### config.mk
export PLATFORM = sky130hd
export DESIGN_NAME = wb_interconnect
export DESIGN_NICKNAME = d
export VERILOG_FILES = /design/src/rtl/wb_interconnect.sv
export SDC_FILE = /design/constraint.sdc
export NUM_CORES = 1
export LEC_CHECK = 0
export BUFFER_PORTS_ARGS = -buffer_cell sky130_fd_sc_hd__buf_2
export CORE_AREA = 2 2 145 147
export DETAILED_ROUTE_END_ITERATION = 8
export DIE_AREA = 0 0 147 149
export PLACE_DENSITY = 0.45
export SLEW_MARGIN = 25
export SYNTH_ARGS = -nofsm -noshare
export SYNTH_HDL_FRONTEND = slang
export SYNTH_SLANG_ARGS = --single-unit
### constraint.sdc
create_clock -name clk -period 2 [get_ports clk]
set_input_delay 0.1 -clock clk [delete_from_list [all_inputs] [get_ports clk]]
set_output_delay 0.1 -clock clk [all_outputs]
set_load 0.01 [all_outputs]
### src/rtl/wb_interconnect.sv
`default_nettype none
// ============================================================================
// Module      : wb_interconnect
// Description : Single-master, NUM_SLAVES-slave Wishbone address decoder and
//               response router. A request is decoded in IDLE and then routed
//               to the selected slave in ACTIVE. An address that matches no
//               slave goes to ERROR, which pulses M_ERR for one cycle.
//               Incrementing bursts (CTI 010) stay on the same slave.
//               Optional stall timeout: define WB_TIMEOUT_EN.
// Revision    : 1.0 - initial release
// ============================================================================
module wb_interconnect #(
  parameter int NUM_SLAVES = 6,
  parameter logic [NUM_SLAVES*32-1:0] SLAVE_BASE = {32'h0000_2000, 32'h0000_1300,
      32'h0000_1200, 32'h0000_1100, 32'h0000_1000, 32'h0000_0000},
  parameter logic [NUM_SLAVES*32-1:0] SLAVE_MASK = {32'hFFFF_F000, 32'hFFFF_FF00,
      32'hFFFF_FF00, 32'hFFFF_FF00, 32'hFFFF_FF00, 32'hFFFF_F000},
  parameter int TIMEOUT_CYCLES = 255
) (
  input  logic                     clk,
  input  logic                     rst,
  input  logic                     M_CYC,
  input  logic                     M_STB,
  input  logic                     M_WE,
  input  logic [31:0]              M_ADR,
  input  logic [31:0]              M_DAT_O,
  input  logic [2:0]               M_CTI_O,
  output logic                     M_ACK,
  output logic                     M_ERR,
  output logic                     M_RTY,
  output logic [31:0]              M_DAT_I,
  output logic [NUM_SLAVES-1:0]    S_STB,
  output logic [NUM_SLAVES-1:0]    S_CYC,
  input  logic [NUM_SLAVES-1:0]    S_ACK,
  input  logic [NUM_SLAVES-1:0]    S_ERR,
  input  logic [NUM_SLAVES-1:0]    S_RTY,
  input  logic [32*NUM_SLAVES-1:0] S_DAT_I,
  output logic [31:0]              err_adr,
  output logic [7:0]               err_cnt
);

  // Slave index width covers the full legal range of 1..16 slaves.
  localparam int SEL_W = 4;
  localparam logic [2:0] CTI_INCR = 3'b010;

  typedef enum logic [1:0] {
    ST_IDLE   = 2'd0,
    ST_ACTIVE = 2'd1,
    ST_ERROR  = 2'd2
  } state_e;

  state_e             state_q, state_d;
  logic [SEL_W-1:0]   sel_q, sel_d;
  logic [31:0]        err_adr_q, err_adr_d;
  logic [7:0]         err_cnt_q, err_cnt_d;

  logic               dec_hit;
  logic [SEL_W-1:0]   dec_idx;
  logic               sel_ack, sel_err, sel_rty;
  logic [31:0]        sel_dat;
  logic               term;
  logic               tmo_hit;

  // Address decode; scanning downward lets the lowest matching index win.
  always_comb begin
    dec_hit = 1'b0;
    dec_idx = '0;
    for (int i = NUM_SLAVES - 1; i >= 0; i--) begin
      if ((M_ADR & SLAVE_MASK[32*i +: 32]) == SLAVE_BASE[32*i +: 32]) begin
        dec_hit = 1'b1;
        dec_idx = SEL_W'(i);
      end
    end
  end

  // Pick the response signals of the registered slave; others are ignored.
  always_comb begin
    sel_ack = 1'b0;
    sel_err = 1'b0;
    sel_rty = 1'b0;
    sel_dat = '0;
    for (int i = 0; i < NUM_SLAVES; i++) begin
      if (sel_q == SEL_W'(i)) begin
        sel_ack = S_ACK[i];
        sel_err = S_ERR[i];
        sel_rty = S_RTY[i];
        sel_dat = S_DAT_I[32*i +: 32];
      end
    end
  end

  assign term = sel_ack | sel_err | sel_rty;

`ifdef WB_TIMEOUT_EN
  logic [15:0] tmo_q, tmo_d;

  // A slave termination in the same cycle takes priority over the timeout.
  assign tmo_hit = (state_q == ST_ACTIVE) && M_CYC && M_STB && !term &&
                   (tmo_q == 16'(TIMEOUT_CYCLES - 1));

  // Stall counter: cleared outside ACTIVE (so it starts at zero on entry) and on each termination.
  always_comb begin
    tmo_d = tmo_q;
    if (state_q != ST_ACTIVE || term) begin
      tmo_d = '0;
    end else if (M_STB) begin
      tmo_d = tmo_q + 16'd1;
    end
  end

  // Stall counter register.
  always_ff @(posedge clk or posedge rst) begin
    if (rst) tmo_q <= '0;
    else     tmo_q <= tmo_d;
  end

  logic unused_ok;
  assign unused_ok = ^{M_WE, M_DAT_O};
`else
  assign tmo_hit = 1'b0;

  logic unused_ok;
  assign unused_ok = ^{M_WE, M_DAT_O, 32'(TIMEOUT_CYCLES)};
`endif

  // Next-state and output logic of the decode/route FSM.
  always_comb begin
    state_d   = state_q;
    sel_d     = sel_q;
    err_adr_d = err_adr_q;
    err_cnt_d = err_cnt_q;
    S_CYC     = '0;
    S_STB     = '0;
    M_ACK     = 1'b0;
    M_ERR     = 1'b0;
    M_RTY     = 1'b0;
    M_DAT_I   = '0;
    case (state_q)
      ST_IDLE: begin
        if (M_CYC && M_STB) begin
          if (dec_hit) begin
            sel_d   = dec_idx;
            state_d = ST_ACTIVE;
          end else begin
            err_adr_d = M_ADR;
            state_d   = ST_ERROR;
          end
        end
      end
      ST_ACTIVE: begin
        if (!M_CYC) begin
          state_d = ST_IDLE;
        end else begin
          for (int i = 0; i < NUM_SLAVES; i++) begin
            if (sel_q == SEL_W'(i)) begin
              S_CYC[i] = 1'b1;
              S_STB[i] = M_STB & ~tmo_hit;
            end
          end
          M_ACK   = sel_ack;
          M_ERR   = sel_err;
          M_RTY   = sel_rty;
          M_DAT_I = sel_dat;
          if (term) begin
            if (M_CTI_O != CTI_INCR) state_d = ST_IDLE;
          end else if (tmo_hit) begin
            err_adr_d = M_ADR;
            state_d   = ST_ERROR;
          end
        end
      end
      ST_ERROR: begin
        M_ERR = 1'b1;
        if (err_cnt_q != 8'hFF) err_cnt_d = err_cnt_q + 8'd1;
        state_d = ST_IDLE;
      end
      default: begin
        state_d = ST_IDLE;
      end
    endcase
  end

  // State, selection and error-log registers.
  always_ff @(posedge clk or posedge rst) begin
    if (rst) begin
      state_q   <= ST_IDLE;
      sel_q     <= '0;
      err_adr_q <= '0;
      err_cnt_q <= '0;
    end else begin
      state_q   <= state_d;
      sel_q     <= sel_d;
      err_adr_q <= err_adr_d;
      err_cnt_q <= err_cnt_d;
    end
  end

  assign err_adr = err_adr_q;
  assign err_cnt = err_cnt_q;

endmodule
`default_nettype wire
==> impl_results.md, run 1 <==
- Final WS setup: -0.0836 ns
- Max cap viols: 0
- Mux cell area share after synthesis: 26.8%
- Row cnt: 53
- Synthesized-area fraction occupied by adder cells: 1.29%
- Final WL: ~17000 µm
- Power Dens Cells: roughly 540 nW/µm²
- CTS Sinks: 45
- Ports: 369
- Synth top area share: 29.0%
- Number of buffers created by CTS: 5
- Total gr overflow: 0
- Top post-synthesis cells by area: dfrtp_1 (29%), mux2_2 (12%), o221ai_1 (11%)
- Area Overhead vs Synth: 72.3%
- Area share of and/or/nand/nor cells after synthesis: between 10% and 20%
- Area leader, netlist: dfrtp_1
- LEAKAGE: 3.25 nW
- CP Data Arrival Time: roughly 2 ns
- Fin. max-slew vios: 0
- GRT Overall Usage: roughly 14%
- Wire per inst: approximately 17 µm
- Starting DRT DRC Count: a little over 70
- Flop-to-flop setup slack: ~0.02 ns
- Vias: 4580
- Seq/Total Area, Yosys: 29.0%
- CP top delay family: compound AO/OA/AOI/OAI gates
- Crit. End Element: output port
- Clk_lat worst skew: 0.29 ns
- Clock Skew: 0.00568 ns
- Clock root cell: clkbuf_16
- Final Cell Area: 6680 µm²
- Vias in the first global route: roughly 4500
- Cell Chain, Critical Path: and3_2 -> a222oi_1 -> buf_4 -> nor2_2 -> o21a_1 -> buf_2
- Run status: finished, violations left
- HPWL Detailed: 13200 µm
- Fin crit period: 2.08 ns
- Peak VDD IR: a little under 600 µV
- Crit Path Max Fanout: 6
- First-pass GRT wire length: between 20000 and 25000 µm
- Antenna Nets Post-Route: 0
- Starting density of the core: a little under a fifth
- # diodes: 0
- Total iterations of the first detailed-routing run: 4
- Unrepaired setup endpoints after global routing: yes
- Failing checks: negative setup slack
- Final-report hold violation count: 0
- Ys flop type: dfrtp_1
- Die width: 147 µm
- Synth cell types: 39
- Post-Syn Area per Cell: just under 10 µm²
- Crit share post-route: 104%
- H-Tree Depth: 2
- Compound-Gate Fraction of Synth Area: 20.8%
- CTS tree: yes
- Finished Core Util: 32.5%
- Peak Freq: 480 MHz
- Die area: approximately 22000 µm²
- Vias per std cell: between 4 and 5
- Die Y: 149 µm
- CTS clk-pin slew, worst paths: 0.06 ns
- Pre-CTS setup slack: 0.0211 ns
- Cells after Synth: 400
- CP Buf/Inv Count: 2
- Post-synthesis async set-or-reset flop share: 100%
- Slew of the pin with the lowest slew margin: between 0.4 and 0.5 ns
- Clock tree buffer depth: 2
- Largest net degree at the start of global routing: 45
- Worst hold-check path type: primary input to flop
- Post-synth EDFFs: 0
- Placed Area: 5960 µm²
- Cell area after synthesis: 3880 µm²
- Slowest stage delay, CP: 0.52 ns
- Synth Area in XOR/XNOR: 1.81%
- Initial antenna violation count: 2
- Setup Crit Path Kind: flop to output port
- Fin nets: 1034
- FF+latch count, synth: 45
- Largest family of logic cells by synthesized area: multiplexers
- CP required: 1.90 ns
- Share of cells above drive strength 1: 66.1%
- Detailed-route DRC error count: 0
- CP max stage cell: dfrtp_4
- Routability cong.: 0.790
- Mapped Nets: approximately 690
- IO buf count: 335
- Slew margin rel.: 70.5%
- Startpoint types: flop
- Yosys warns: 0
- Final setup violation count: 26
- Core area: 20600 µm²
- Hold_ws: around 0.036 ns
==> layer usage <==
layer	routed length (µm)	part of all wire (%)	GRT usage [%]
met1	6880	40	16.7
met5	21	0.12	0
met3	1370	7.9	3.58
met2	8790	51	25.5
met4	242	1.4	3.75
==> path summary, 6_finish.rpt <==
path                          endpoint        start  cells past startpoint
setup / recovery                 M_ERR     sel_q[0]                      6
hold / removal             err_adr[16]    M_ADR[16]                      2
setup reg to reg            state_q[0]     sel_q[0]                      7
hold reg to reg            err_adr[12]  err_adr[12]                      2
max in group asynchronous  err_adr[15]          rst                      4
min in group asynchronous   err_adr[8]          rst                      3
==> area by class of cell <==
type / count / area (µm²)
Sequential cell: 45 / 1130
Inverter: 7 / 26.3
Clock inverter: 3 / 65.1
Timing Repair Buffer: 381 / 2250
Fill cell: 2212 / 13900
Multi-Input combinational cell: 308 / 2740
Tap cell: 275 / 344
Clock buffer: 5 / 125
==> logic make-up (layout without fill, tap and decap cells) <==
| logic type | Yosys count | after routing |
|---|---|---|
| and+or+nand+nor | 121 | 121 |
| AOI/OAI and AO/OA | 97 | 97 |
| muxes | 78 | 78 |
| buffers and inverters | 47 | 396 |
| DFF | 45 | 45 |
| xor gates and xnor gates | 8 | 8 |
| adders and majority gates | 4 | 4 |
==> sequential cells by signal, summed over array words and instances, names as in the netlist <==
name / count
err_cnt: 8
state_q: 2
sel_q: 3
err_adr: 32
==> layout by cell type, fill, tap and decap left out, types with 13 or more instances in the layout <==
| cell | n |
|---|---|
| buf_2 | 335 |
| nor2_1 | 67 |
| dfrtp_1 | 42 |
| mux2_2 | 37 |
| o221ai_1 | 32 |
| o31a_1 | 24 |
| mux2_4 | 23 |
| buf_4 | 22 |
| nand2_1 | 15 |
| o221ai_2 | 13 |
==> metrics by stage <==
step	power (mW)	TNS (ns)	cells
after global placement	2.55	0	997
after CTS	3.66	-0.586	1017
after detailed placement	2.56	0	997
final	3.60	-0.955	1024
after floorplan	1.95	0	400
after global routing	3.82	-3.79	1024
==> power by group <==
part / switching [mW] / leakage (nW) / internal [mW] / total, mW
combinational: 0.513 / 2.63 / 0.693 / 1.21
sequential: 0.172 / 0.533 / 1.16 / 1.34
clock: 0.349 / 0.0938 / 0.713 / 1.06
==> cells in the mapped netlist, drive strengths merged, types with 4 or more instances <==
cell type / instances
nor4: 8
and2: 4
buf: 22
ha: 4
o221ai: 48
xnor2: 6
inv: 7
dfrtp: 45
a21oi: 4
clkbuf: 18
o31a: 24
mux4: 8
o21ai: 5
mux2: 67
a22oi: 8
nor2: 71
nand3: 5
nand2: 16
==> what timing repair did <==
item | CTS | global route
gates resized for setup | 30 | 38
pin swaps | 8 | 9
setup buffers | 11 | 4
hold endpoints to repair | 11 | 0
hold buffers | 1 | 0
endpoints found under the setup margin | 38 | 40
cloned | 1 | 3
Power figures use the tool's default switching activity.
==> run 2, diff against run 1 <==
- CORE_AREA: 2 2 145 147 -> 2 2 143 145
- DIE_AREA: 0 0 147 149 -> 0 0 145 147
- PLACE_DENSITY: 0.45 -> 0.47
- SETUP_SLACK_MARGIN: unset -> 0.02
==> impl_results.md, run 2 (same netlist as run 1, synthesis figures left out) <==
- Starting density of the core: 19.5%
- Startpoint types: flop
- CTS clk-pin slew, worst paths: 0.06 ns
- Area Overhead vs Synth: 71.5%
- Max cap viols: 0
- LEAKAGE: around 3.2 nW
- Die area: 21300 µm²
- HPWL Detailed: 13000 µm
- Commonest non-fill, non-tap cell in the layout: buf_2
- H-Tree Depth: 2
- Vias per std cell: 4.54
- CP Buf/Inv Count: 2
- Unrepaired setup endpoints after global routing: yes
- Power after layout: 3.40 mW
- Setup Crit Path Kind: flop to output port
- Crit Path Max Fanout: 6
- Fin crit period: 2.07 ns
- Final-report hold violation count: 0
- Sw frac: 30.7%
- Fin. max-slew vios: 0
- Largest net degree at the start of global routing: 48
- Antenna Nets Post-Route: 0
- Die Y: 147 µm
- Clk_lat worst skew: 0.29 ns
- CP required: 1.90 ns
- Crit. End Element: output port
- Combinational power share: between 30 and 40%
- Failing checks: negative setup slack
- Clock root cell: clkbuf_16
- CTS tree: yes
- Die width: roughly 150 µm
- Clock Skew: 0.00670 ns
- Power Dens Cells: 511 nW/µm²
- Final setup violation count: 3
- Row cnt: 52
- CTS Sinks: 45
- Pre-CTS setup slack: 0.0561 ns
- Slowest stage delay, CP: 0.47 ns
- Peak Freq: 484 MHz
- Final WL: 16800 µm
- Core area: 19800 µm²
- Fin nets: 1034
- Detailed-route DRC error count: 0
- # diodes: 0
- Int Power: 2.35 mW
- Vias: about 4600
- Cell Chain, Critical Path: mux2_2 -> a222oi_1 -> buf_4 -> nor2_1 -> o21a_1 -> buf_2
- Hold_ws: 0.0376 ns
- CP max stage cell: dfrtp_4
- Number of buffers created by CTS: 5
- Worst hold-check path type: primary input to flop
- Max reg flops: 32
- Ports: 369
- NetSw: between 1 and 1.5 mW
- Slew of the pin with the lowest slew margin: 0.588 ns
- IO buf count: 335
- Most frequent cells in the layout: buf_2 (335), nor2_1 (67), dfrtp_1 (43)
- Hold Path Cell Cnt: 2
- Critical Path Stages: 6
- Clk pwr share: 25.1%
- Slew margin rel.: 60.7%
- Peak VDD IR: 469 µV
- First-pass GRT wire length: 25400 µm
- Initial antenna violation count: 0
- Crit share post-route: 103%
- Vias in the first global route: approximately 4800
- Fillers: approximately 2100
- Starting DRT DRC Count: 118
- CP top delay family: flip-flops
- Total iterations of the first detailed-routing run: 5
- Final WS setup: -0.0680 ns
- Share of cells above drive strength 1: 67.0%
- Worst-case reg-to-reg path depth: 6
- Routability cong.: 0.753
- GRT Overall Usage: roughly 15%
- Total gr overflow: 0
- Clock tree buffer depth: 2
- Run status: finished, violations left
- Seq pwr share: 39.5%
- CP Data Arrival Time: ~2.0 ns
- Wire per inst: 16.5 µm
run 2: cell count changes in the layout (fill, tap and decap cells not counted), sizes merged:
| cell | change |
|---|---|
| clkinv | +1 |
| bufinv | -2 |
| clkbuf | +1 |
run 2: metal layers:
layer  global-route usage, %  part of all wire (%)  vias up
met3                    3.35                   7.8       19
met4                    4.21                   1.7        0
met2                    26.2                    50      235
met5                       0                     0        -
li1                        -                     -     2239
met1                    17.4                    41     2137
run 2: through the flow:
stage                     util [%]  setup TNS [ns]  std cells  instance area (µm²)
after floorplan                  -               0        400                 3880
after global placement        30.0               0        990                 5950
after detailed placement      30.0               0        990                 5950
after CTS                     32.0          -0.195       1012                 6350
after global routing          33.5           -2.01       1019                 6650
final                         33.5          -0.126       1019                 6650
run 2: power groups by stage:
| stage | registers [mW] | clock network [mW] | logic, mW |
|---|---|---|---|
| 6_report | 1.34 | 0.852 | 1.20 |
| 3_5_place_dp | 1.35 | 0 | 1.20 |
| 5_1_grt | 1.39 | 0.924 | 1.31 |
| 2_1_floorplan | 1.45 | 0 | 0.492 |
| 3_3_place_gp | 1.36 | 0 | 1.18 |
| 4_1_cts | 1.35 | 0.887 | 1.20 |
run 2: final cells by class:
| cell class | count | area [µm²] | share of cell area, % |
|---|---|---|---|
| Multi-Input combinational cell | 308 | 2770 | 41.7 |
| Tap cell | 270 | 338 | 5.08 |
| Clock buffer | 6 | 139 | 2.09 |
| Sequential cell | 45 | 1130 | 17.0 |
| Timing Repair Buffer | 381 | 2230 | 33.5 |
| Clock inverter | 2 | 13.8 | 0.207 |
| Inverter | 7 | 26.3 | 0.395 |
run 2: worst paths after layout:
check	endpoint	slack (ns)	startpoint
min in group asynchronous	err_adr[3]	0.42	rst
max in group asynchronous	err_adr[31]	1.05	rst
setup reg to reg	state_q[0]	0.07	sel_q[0]
setup / recovery	M_ERR	-0.07	sel_q[0]
hold reg to reg	err_adr[12]	0.48	err_adr[12]
hold / removal	err_adr[0]	0.04	M_ADR[0]
run 2: what timing repair did:
item,4_1_cts,5_1_grt
endpoints found under the setup margin,33,43
setup buffers,13,4
pin swaps,12,13
resized for setup,23,44
hold buffers,1,0
gates cloned,1,3
endpoints found under the hold margin,24,0
==> run 3, diff against run 2 <==
- PLACE_DENSITY: 0.47 -> unset
- PLACE_DENSITY_LB_ADDON: unset -> 0.05
==> impl_results.md, run 3 (same netlist as run 1, synthesis figures left out) <==
- Power Dens Cells: 510 nW/µm²
- Crit. End Element: output port
- Placed insts: roughly 1000
- Final-report hold violation count: 0
- Most frequent cells in the layout: buf_2 (334), nor2_1 (71), dfrtp_1 (42)
- Crit. Startpoint: sel_q[1]
- CTS tree: yes
- Critical Path Sink: M_DAT_I[23]
- Crit share post-route: 103%
- CTS Sinks: 45
- Wire length on met1: 7110 µm
- Detailed-route DRC error count: 0
- Ports: 369
- Fin nets: 1035
- GRT Overall Usage: between 10% and 20%
- Hold Path Cell Cnt: 2
- Final setup violation count: 12
- Fin. max-slew vios: 0
- Worst-case reg-to-reg path depth: 8
- LEAKAGE: roughly 3.2 nW
- Clock root cell: clkbuf_16
- CP required: 1.90 ns
- Run status: finished, violations left
- Die width: 145 µm
- Worst hold-check path type: primary input to flop
- Failing checks: negative setup slack
- Setup Crit Path Kind: flop to output port
- Die Y: 147 µm
- Largest net degree at the start of global routing: 49
- HPWL Detailed: 13900 µm
- Final WS setup: -0.0555 ns
- Area Overhead vs Synth: 69.2%
- Row cnt: between 50 and 60
- Fin crit period: 2.06 ns
- Vias per std cell: ~4.5
- Max cap viols: 0
- Clock tree buffer depth: 2
- Clk_lat worst skew: 0.28 ns
- WL met2: 9090 µm
- Wire per inst: 17.3 µm
- Clock Skew: 0.00389 ns
- Final WL: 17600 µm
- # diodes: 0
- CP top delay family: buffers and inverters
- Peak VDD IR: between 400 and 500 µV
- CP Buf/Inv Count: 3
- Unrepaired setup endpoints after global routing: yes
- Slew of the pin with the lowest slew margin: 0.618 ns
- H-Tree Depth: 2
- Die area: 21300 µm²
- IO buf count: 335
- Total iterations of the first detailed-routing run: 4
- First-pass GRT wire length: 26500 µm
- Share of cells above drive strength 1: approximately 65%
- Starting density of the core: between 10% and 20%
- CTS clk-pin slew, worst paths: 0.06 ns
- CP max stage cell: dfrtp_2
- Final Non-Filler Cells: approximately 1000
- Core area: 19800 µm²
- Slew margin rel.: 58.8%
- Max reg flops: 32
- Slowest stage delay, CP: 0.46 ns
- Antenna Nets Post-Route: 0
- Startpoint types: flop
- Highest layer used for signal routing: met4
- Finished Core Util: about a third
- CP Data Arrival Time: about 2.0 ns
- Critical Path Stages: 7
- Commonest non-fill, non-tap cell in the layout: buf_2
- Worst reg2reg endpoint: state_q[1]
- Total gr overflow: 0
- Vias: 4598
- Flop-to-flop setup slack: roughly 0.07 ns
- Starting DRT DRC Count: 162
- Cell Chain, Critical Path: buf_12 -> buf_4 -> mux2_2 -> o221ai_1 -> o31a_1 -> nor2_1 -> buf_2
- Number of buffers created by CTS: 5
- Vias in the first global route: ~4700
- Routability cong.: approximately 0.85
- Met3 routed WL: 1160 µm
- Peak Freq: 487 MHz
- Crit Path Max Fanout: 11
- Worst R2R Start: sel_q[1]
- Initial antenna violation count: 0
[run 3: power by group]
group          internal, mW  switching [mW]  leakage (nW)
Clock                 0.459           0.345        0.0706
Sequential             1.16           0.180         0.533
Combinational         0.698           0.500          2.60
Total                  2.32            1.03          3.20
[run 3: layout make-up]
class / count / area, µm²
Clock buffer: 6 / 129
Clock inverter: 2 / 10.0
Fill cell: 2116 / 13300
Inverter: 7 / 26.3
Multi-Input combinational cell: 308 / 2690
Sequential cell: 45 / 1130
Tap cell: 270 / 338
Timing Repair Buffer: 382 / 2240
[run 3: repair_timing]
action	CTS	global route
resized for setup	18	49
hold endpoints to repair	26	0
setup endpoints to repair	35	38
buffers inserted	8	8
hold buffers	1	0
pin swaps	5	8
cloned	1	1
[run 3: how the worst min path moves through the flow]
stage / from / end
after CTS: M_ADR[7] / err_adr[7]
after floorplan: M_ADR[10] / err_adr[10]
after global routing: M_ADR[4] / err_adr[4]
after detailed placement: rst / err_adr[0]
final: M_ADR[11] / err_adr[11]
after global placement: rst / err_adr[2]
[run 3: routing by layer]
| layer | vias to the layer above | global-route usage, % |
|---|---|---|
| met3 | 19 | 3.14 |
| met4 | 0 | 3.51 |
| met2 | 207 | 28.6 |
| li1 | 2232 | - |
| met5 | - | 0 |
| met1 | 2140 | 18.6 |
[run 3: stage by stage]
stage               setup WS [ns]  instance area [µm²]  setup TNS [ns]  hold WS, ns  power, mW
floorplan                   0.258                 3880               0        0.232       1.95
global placement           0.0971                 5940               0        0.219       2.54
detailed placement         0.0695                 5940               0        0.227       2.55
CTS                       -0.0937                 6240           -1.28       0.0348       3.40
global route               -0.160                 6560           -2.77       0.0353       3.58
finish                    -0.0555                 6560          -0.235       0.0417       3.35
